**config.mk**
```make
export PLATFORM = sky130hd
export DESIGN_NAME = fp_add_arbiter
export DESIGN_NICKNAME = d
export VERILOG_FILES = /design/src/rtl/fp_add_arbiter.sv
export SDC_FILE = /design/constraint.sdc
export NUM_CORES = 1
export LEC_CHECK = 0
export ABC_AREA = 1
export BUFFER_PORTS_ARGS = -buffer_cell sky130_fd_sc_hd__buf_2
export CORE_AREA = 10 10 116 118
export CTS_CLUSTER_SIZE = 30
export DETAILED_ROUTE_END_ITERATION = 16
export DIE_AREA = 0 0 126 128
export PLACE_DENSITY_LB_ADDON = 0.08
export SLEW_MARGIN = 20
export SYNTH_ARGS = -nofsm -noshare
export SYNTH_HDL_FRONTEND = slang
export SYNTH_SLANG_ARGS = --single-unit
```
**constraint.sdc**
```tcl
create_clock -name clk -period 3.28 [get_ports clk]
set_input_delay 0.656 -clock clk [delete_from_list [all_inputs] [get_ports clk]]
set_output_delay 0.656 -clock clk [all_outputs]
set_load 0.01 [all_outputs]
```
**src/rtl/fp_add_arbiter.sv**
```systemverilog
// Two-port round-robin front end for a shared pipelined fp32 adder.
// Tracks in-flight tags to route each sum back to its requester and caps per-port occupancy.
module fp_add_arbiter #(
   parameter int LATENCY = 4,
   parameter int MAX_OUT = 4
) (
   input  logic        clk,
   input  logic        rst,
   input  logic        flush,
   input  logic        req0_valid,
   output logic        req0_ready,
   input  logic [31:0] req0_x,
   input  logic [31:0] req0_y,
   input  logic        req0_sub,
   input  logic [2:0]  req0_rm,
   input  logic        req1_valid,
   output logic        req1_ready,
   input  logic [31:0] req1_x,
   input  logic [31:0] req1_y,
   input  logic        req1_sub,
   input  logic [2:0]  req1_rm,
   output logic [31:0] add_x,
   output logic [31:0] add_y,
   output logic        add_sub,
   output logic [2:0]  add_rm,
   input  logic [31:0] add_sum,
   input  logic [4:0]  add_flags,
   output logic        rsp0_valid,
   output logic [31:0] rsp0_sum,
   output logic [4:0]  rsp0_flags,
   output logic        rsp1_valid,
   output logic [31:0] rsp1_sum,
   output logic [4:0]  rsp1_flags,
   output logic        busy
);

   localparam logic [3:0] MAX_CNT = 4'(MAX_OUT);

   logic               ptr_q, ptr_d;
   logic [3:0]         cnt0_q, cnt0_d, cnt1_q, cnt1_d;
   logic [LATENCY-1:0] tag_v_q, tag_v_d, tag_id_q, tag_id_d;
   logic               ret0, ret1, elig0, elig1, gnt0, gnt1, xfer;

   // A retiring response frees a slot in the same cycle, so a full port can still be granted.
   always_comb begin
      ret0  = tag_v_q[LATENCY-1] & ~tag_id_q[LATENCY-1];
      ret1  = tag_v_q[LATENCY-1] &  tag_id_q[LATENCY-1];
      elig0 = req0_valid & ~flush & ~rst & ((cnt0_q < MAX_CNT) | ret0);
      elig1 = req1_valid & ~flush & ~rst & ((cnt1_q < MAX_CNT) | ret1);
      gnt0  = elig0 & (~elig1 | ~ptr_q);
      gnt1  = elig1 & (~elig0 |  ptr_q);
      xfer  = gnt0 | gnt1;
   end

   always_comb begin
      add_x   = '0;
      add_y   = '0;
      add_sub = 1'b0;
      add_rm  = '0;
      if (gnt0) begin
         add_x   = req0_x;
         add_y   = req0_y;
         add_sub = req0_sub;
         add_rm  = req0_rm;
      end else if (gnt1) begin
         add_x   = req1_x;
         add_y   = req1_y;
         add_sub = req1_sub;
         add_rm  = req1_rm;
      end
   end

   assign req0_ready = gnt0;
   assign req1_ready = gnt1;
   assign rsp0_valid = ret0 & ~flush & ~rst;
   assign rsp1_valid = ret1 & ~flush & ~rst;
   assign rsp0_sum   = add_sum;
   assign rsp1_sum   = add_sum;
   assign rsp0_flags = add_flags;
   assign rsp1_flags = add_flags;
   assign busy       = (|tag_v_q) & ~rst;

   always_comb begin
      tag_v_d     = '0;
      tag_id_d    = '0;
      tag_v_d[0]  = xfer;
      tag_id_d[0] = gnt1;
      for (int unsigned i = 1; i < LATENCY; i++) begin
         tag_v_d[i]  = tag_v_q[i-1];
         tag_id_d[i] = tag_id_q[i-1];
      end
      cnt0_d = cnt0_q + {3'b000, gnt0} - {3'b000, ret0};
      cnt1_d = cnt1_q + {3'b000, gnt1} - {3'b000, ret1};
      ptr_d  = xfer ? ~gnt1 : ptr_q;
      if (flush) begin
         tag_v_d = '0;
         cnt0_d  = '0;
         cnt1_d  = '0;
      end
   end

   always_ff @(posedge clk) begin
      if (rst) begin
         ptr_q    <= 1'b0;
         cnt0_q   <= '0;
         cnt1_q   <= '0;
         tag_v_q  <= '0;
         tag_id_q <= '0;
      end else begin
         ptr_q    <= ptr_d;
         cnt0_q   <= cnt0_d;
         cnt1_q   <= cnt1_d;
         tag_v_q  <= tag_v_d;
         tag_id_q <= tag_id_d;
      end
   end

endmodule

```
### Word-level counts from Yosys, hierarchy flattened

Index checks and enable logic that the tools add are counted.

* $add $sub $neg: 4
* magnitude comparators: 2
* multiplexer cells: 8
* bitwise logic cells: 27
* reduce and logical (&&, ||, !) cells: 2

Operators by type and width (number)
* $mux 32: 4
* $and 1x1->1: 15
* $add 4x1->4: 2
* $lt 4x3->1 const B: 2
* $sub 4x1->4: 2
* $not 1->1: 7
* $mux 3: 2
* $or 1x1->1: 5
* $reduce_or 4->1: 1
* $mux 1: 2
* $reduce_or 2->1: 1

* flip-flop bits (word level): 17
* input port bits: 178
* output and inout bits: 147

### Depth between registers and ports, before layout

* depth after elaboration: 9
* gate-level depth with buffers: 13
* mapped depth without buffers: 12

### Worst setup path before layout

OpenSTA, ideal clock, no wires.

* path kind: input to register
* from: input port flush
* to: register cnt1_q[2]
* setup time: 114 ps
* arrival: 2131 ps
* required time: 3166 ps
* slack: 1035 ps
* stages on the path: 10
* buffers on the path: 1
* cell sequence: nor2_8 -> nand2_4 -> nor2_8 -> buf_6 -> and2_1 -> ha_1 -> inv_1 -> fa_1 -> xor2_1 -> nor2_1

* word-level cells in the longest chain between the ends: 9
* elaborated cells between the ends (all ways): 13
* classes of those cells: add/sub (2); bitwise (10); reduce/logical (1)

Ends and longest elaborated chain
* start, declared: RTL line 9 `input logic flush,`
* $not 1->1 *: RTL line 48, 49
* $and 1x1->1 (3 in series): RTL line 48 `elig0 = req0_valid & ~flush & ~rst & ((cnt0_q < MAX_CNT) | ret0);`
* $not 1->1: RTL line 51 `gnt1 = elig1 & (~elig0 | ptr_q);`
* $or 1x1->1: RTL line 51
* $and 1x1->1 *: RTL line 51
* via req1_ready: RTL line 17 `output logic req1_ready,`
* $add 4x1->4 *: RTL line 93 `cnt1_d = cnt1_q + {3'b000, gnt1} - {3'b000, ret1};`
* $sub 4x1->4 *: RTL line 93
* end signal, assigned: RTL line 112 `cnt1_q <= cnt1_d;`
* end, declared: RTL line 40 `logic [3:0] cnt0_q, cnt0_d, cnt1_q, cnt1_d;`

The timed path passes the listed nets; every way through them passes the cells marked *.
A chain may end at the register's enable or synchronous reset.

### Final worst setup path

* from: input port flush
* to: output port add_y[14]

* word-level cells in the longest chain between the ends: 9
* elaborated cells between the ends (all ways): 15
* classes of those cells: mux (2); bitwise (13)

Ends and longest elaborated chain
* $not 1->1 *: RTL line 48, 49
* $and 1x1->1 (3 in series): RTL line 48
* $not 1->1: RTL line 51
* $or 1x1->1: RTL line 51
* $and 1x1->1: RTL line 51
* $mux 32: RTL line 65 `end else if (gnt1) begin`
* $mux 32 *: RTL line 60 `if (gnt0) begin`
* end, declared: RTL line 23 `output logic [31:0] add_y,`

Every way passes the cells marked *; elsewhere a longest branch is shown, timed or not.

==> results.md <==
| Step | Item | This run |
| --- | --- | --- |
| clocking | Root cell of the clock tree | sky130_fd_sc_hd__clkbuf_16 |
| worst setup path | CP endpoint kind | output port |
| worst setup path | Crit path kind | in -> out |
| routing | Vias per Instance | 4.46 |
| clocking | CTS tree | yes |
| power and ir drop | Switching share of power | 31.0% |
| floorplan | I/O pin count | 325 |
| timing | Worst slew slack as a fraction of its limit | 66.0% |
| clocking | Clock slew at reported path FFs | 50 ps |
| global route | Maximum number of pins on one net before global-route repair | 72 |
| clocking | Num Clock Sinks | 17 |
| timing | Final count of negative-setup-slack endpoints | 0 |
| routing | First-iteration detailed-routing DRC count | 127 |
| layout | Final std cell area, no fill | 3280 sq um |
| layout | Inserted Diodes | 0 |
| clocking | Buffer count from post-CTS setup fixing | 0 |
| timing | Final total negative setup slack | 0 ps |
| floorplan | Initial Utilization | 23.3% |
| power and ir drop | Switching power summed over all nets | 224 uW |
| layout | Total number of nets in the final design | 732 |
| timing | Setup repair after global routing missed its margin | no |
| routing | DRC violation count after routing | 0 |
| timing | Max Freq | 367 MHz |
| logic synthesis | Yosys top cell by area | sky130_fd_sc_hd__nand3_1 |
| timing | Max Transition Viols Final | 0 |
| routing | Drt pass-1 iters | 4 |
| logic synthesis | Syn nets | 610 |
| global route | Residual overflow from global routing | 0 |
| worst setup path | Critical Path Fanout Max | 25 |
| logic synthesis | Yosys synthesis warning count | 0 |
| logic synthesis | Register area share after synthesis | 13.0% |
| power and ir drop | Maximum resistive drop on vdd | 0.193 mV |
| job | Max-cap viol count | 0 |
| placed design | Count of port buffers added during placement | 213 |
| routing | DR WL/cell | 16.5 microns |
| layout | Sequential cell area | 340 sq um |
| global route | Vias in the first global route | 3159 |
| logic synthesis | Number of library cell types mapped by synthesis | 22 |
| floorplan | Chip width | 126 microns |
| clocking | Maximum buffer depth of the clock tree | 2 |
| logic synthesis | Flip-flop and latch count after synthesis | 17 |
| timing | Number of failing hold endpoints at the final stage | 0 |
| logic synthesis | Count of flip-flops with a built-in enable after synthesis | 0 |
| placed design | Worst slack, placed | 495 ps |
| clocking | CTS Buf Count | 3 |
| power and ir drop | Clock Power Share | 34.0% |
| global route | Global-route wire length before repair | 17.2 mm |
| placed design | Sum of net half-perimeters after detailed placement | 9.21 mm |
| global route | Antenna violations before repair | 1 |
| logic synthesis | Largest cells by area after synthesis | sky130_fd_sc_hd__nand3_1, sky130_fd_sc_hd__buf_4, sky130_fd_sc_hd__dfxtp_1, sky130_fd_sc_hd__nand2_1, sky130_fd_sc_hd__ha_1 |
| clocking | H-tree levels | 1 |
| timing | Minimum clock period | 2730 ps |
| global route | Overall fraction of global-route tracks in use | 12.7% |
| timing | Final Cycle Share | 83.2% |
| hold path | Count of cells along the worst hold path | 2 |
| floorplan | FP Rows | 39 |
| clocking | Post-CTS sizing | 0 |
| timing | Final setup margin | 552 ps |
| clocking | Insertion delay to the later sink of the worst-skew pair | 250 ps |
| power and ir drop | Cell internal pwr | 500 uW |
| power and ir drop | Leakage power total | 0.00202 uW |
| worst setup path | Critical path data arrival time | 2070 ps |
| layout | Share of final-layout standard cells stronger than drive strength 1 | 42.9% |
| logic synthesis | Count of mapped cells out of synthesis | 420 |
| floorplan | Die Y | 128 microns |
| worst setup path | Sort of element at the start of the critical path | primary input |
| logic synthesis | Cell types with the highest counts after synthesis | sky130_fd_sc_hd__nand3_1, sky130_fd_sc_hd__buf_4, sky130_fd_sc_hd__nand2_1 |
| routing | Vias | 3050 |
| placed design | Routability congestion estimate | 0.740 |
| hold path | Hold WC Path Type | reg -> reg |
| clocking | Total of hold buffers inserted after clock tree synthesis | 0 |
| floorplan | Total die area | 16100 sq um |
| layout | Area of combinational cells with multiple inputs | 1400 sq um |
| logic synthesis | Asr flop ratio synth | 0% |
| logic synthesis | Mean instance size in the synthesized netlist | 6.23 sq um |
| worst setup path | Worst path required time | 2620 ps |
| power and ir drop | Sequential group share of total power | 29.4% |
| status | Outcome | finished, final reports clean |
| logic synthesis | Area share of the largest cell type after synthesis | 26.8% |
| routing | Antenna-violating nets left | 0 |
| logic synthesis | Most used flip-flop cell after synthesis | sky130_fd_sc_hd__dfxtp_1 |
| layout | Area Growth Syn to Fin | 25.2% |
| timing | Worst Skew | 1.77 ps |
| floorplan | Placeable core region | 11200 sq um |
| layout | Filler cell count | 1281 |
| logic synthesis | Synth Cell Area | 2620 sq um |
| routing | Wire length after detailed routing | 11.3 mm |
| power and ir drop | Power per Cell Area | 221 nW/um^2 |
| logic synthesis | Most frequent cell after synthesis | sky130_fd_sc_hd__nand3_1 |
| timing | Transition time of the tightest slew-check pin | 509 ps |
| worst setup path | Cell depth of the worst flop-to-flop path | 13 |
| placed design | Area after detailed placement | 3200 sq um |
| power and ir drop | Combinational group share of total power | 36.6% |
==> routing by layer <==
layer	global-route usage (%)	part of all wire, %	up-vias
li1	-	-	1531
met1	13.1	36	1340
met2	22.0	50	154
met3	7.61	13	23
met4	2.28	1.3	2
met5	0	0.12	-
==> worst max-delay path: stages <==
cell and delay, ps:
sky130_fd_sc_hd__buf_2 130, sky130_fd_sc_hd__inv_1 50, sky130_fd_sc_hd__nand2_1 40, sky130_fd_sc_hd__nor2_1 110, sky130_fd_sc_hd__nand3_2 410, sky130_fd_sc_hd__buf_12 340, sky130_fd_sc_hd__nand3_1 110, sky130_fd_sc_hd__nand2_1 60
sky130_fd_sc_hd__buf_2 140
==> final timing paths <==
check              startpoint           to  slack (ps)
hold reg to reg   tag_id_q[0]  tag_id_q[1]         400
setup / recovery        flush    add_y[14]         550
hold / removal    tag_id_q[0]  tag_id_q[1]         400
setup reg to reg    cnt1_q[2]    cnt1_q[2]         880
==> final cells by class <==
type                            count  share of cell area, %
Tap cell                          143                   5.46
Multi-Input combinational cell    267                   42.6
Timing Repair Buffer              220                   35.3
Sequential cell                    17                   10.4
Inverter                           33                   3.78
Clock inverter                      1                  0.153
Clock buffer                        3                   2.29
==> registers in the layout (all words and copies together) (netlist names) <==
name      cells
cnt1_q        4
tag_id_q      4
tag_v_q       4
cnt0_q        4
ptr_q         1
==> power groups by stage <==
stage / Combinational, uW / Sequential, uW / Clock (uW)
floorplan: 216 / 217 / 0
global placement: 271 / 217 / 0
detailed placement: 269 / 217 / 0
CTS: 271 / 213 / 254
global route: 298 / 213 / 265
finish: 265 / 213 / 246
==> placed cells by master, fill, tap and decap left out <==
cell type	n
sky130_fd_sc_hd__xnor2_1	1
sky130_fd_sc_hd__nor2_4	1
sky130_fd_sc_hd__nand3_1	140
sky130_fd_sc_hd__buf_4	4
sky130_fd_sc_hd__xor2_1	1
sky130_fd_sc_hd__clkbuf_16	3
sky130_fd_sc_hd__nand2_1	77
sky130_fd_sc_hd__nand4_4	1
sky130_fd_sc_hd__nor2_8	2
sky130_fd_sc_hd__fa_1	2
sky130_fd_sc_hd__nand3_2	1
sky130_fd_sc_hd__buf_12	3
sky130_fd_sc_hd__nand2_2	1
sky130_fd_sc_hd__dfxtp_1	17
sky130_fd_sc_hd__and2_1	2
sky130_fd_sc_hd__buf_2	213
sky130_fd_sc_hd__nor3_1	1
sky130_fd_sc_hd__ha_1	10
sky130_fd_sc_hd__a21oi_1	6
sky130_fd_sc_hd__nand2_4	1
sky130_fd_sc_hd__nor2_1	19
sky130_fd_sc_hd__clkinv_2	1
sky130_fd_sc_hd__or2_2	1
sky130_fd_sc_hd__inv_1	33
==> metrics by stage <==
step / total power [uW] / hold slack [ps] / utilization [%] / std cells
floorplan: 432 / 388 / - / 420
global placement: 488 / 392 / 28.5 / 680
detailed placement: 487 / 397 / 28.5 / 680
CTS: 738 / 405 / 29.2 / 684
global route: 776 / 421 / 29.2 / 684
finish: 724 / 401 / 29.2 / 684
==> kinds of logic (layout without fill, tap and decap cells) <==
logic type / count (synthesis) / count (layout) / synth area share [%]
AND/OR/NAND/NOR: 247 / 247 / 44.9
adder cells (fa/ha/maj): 12 / 12 / 6.31
AO/OA/AOI/OAI: 6 / 6 / 1.15
flip-flops: 17 / 17 / 13.0
XOR/XNOR: 2 / 2 / 0.669
buffers and inverters: 136 / 257 / 33.9
Note: power is estimated with default switching activity, not from simulation.
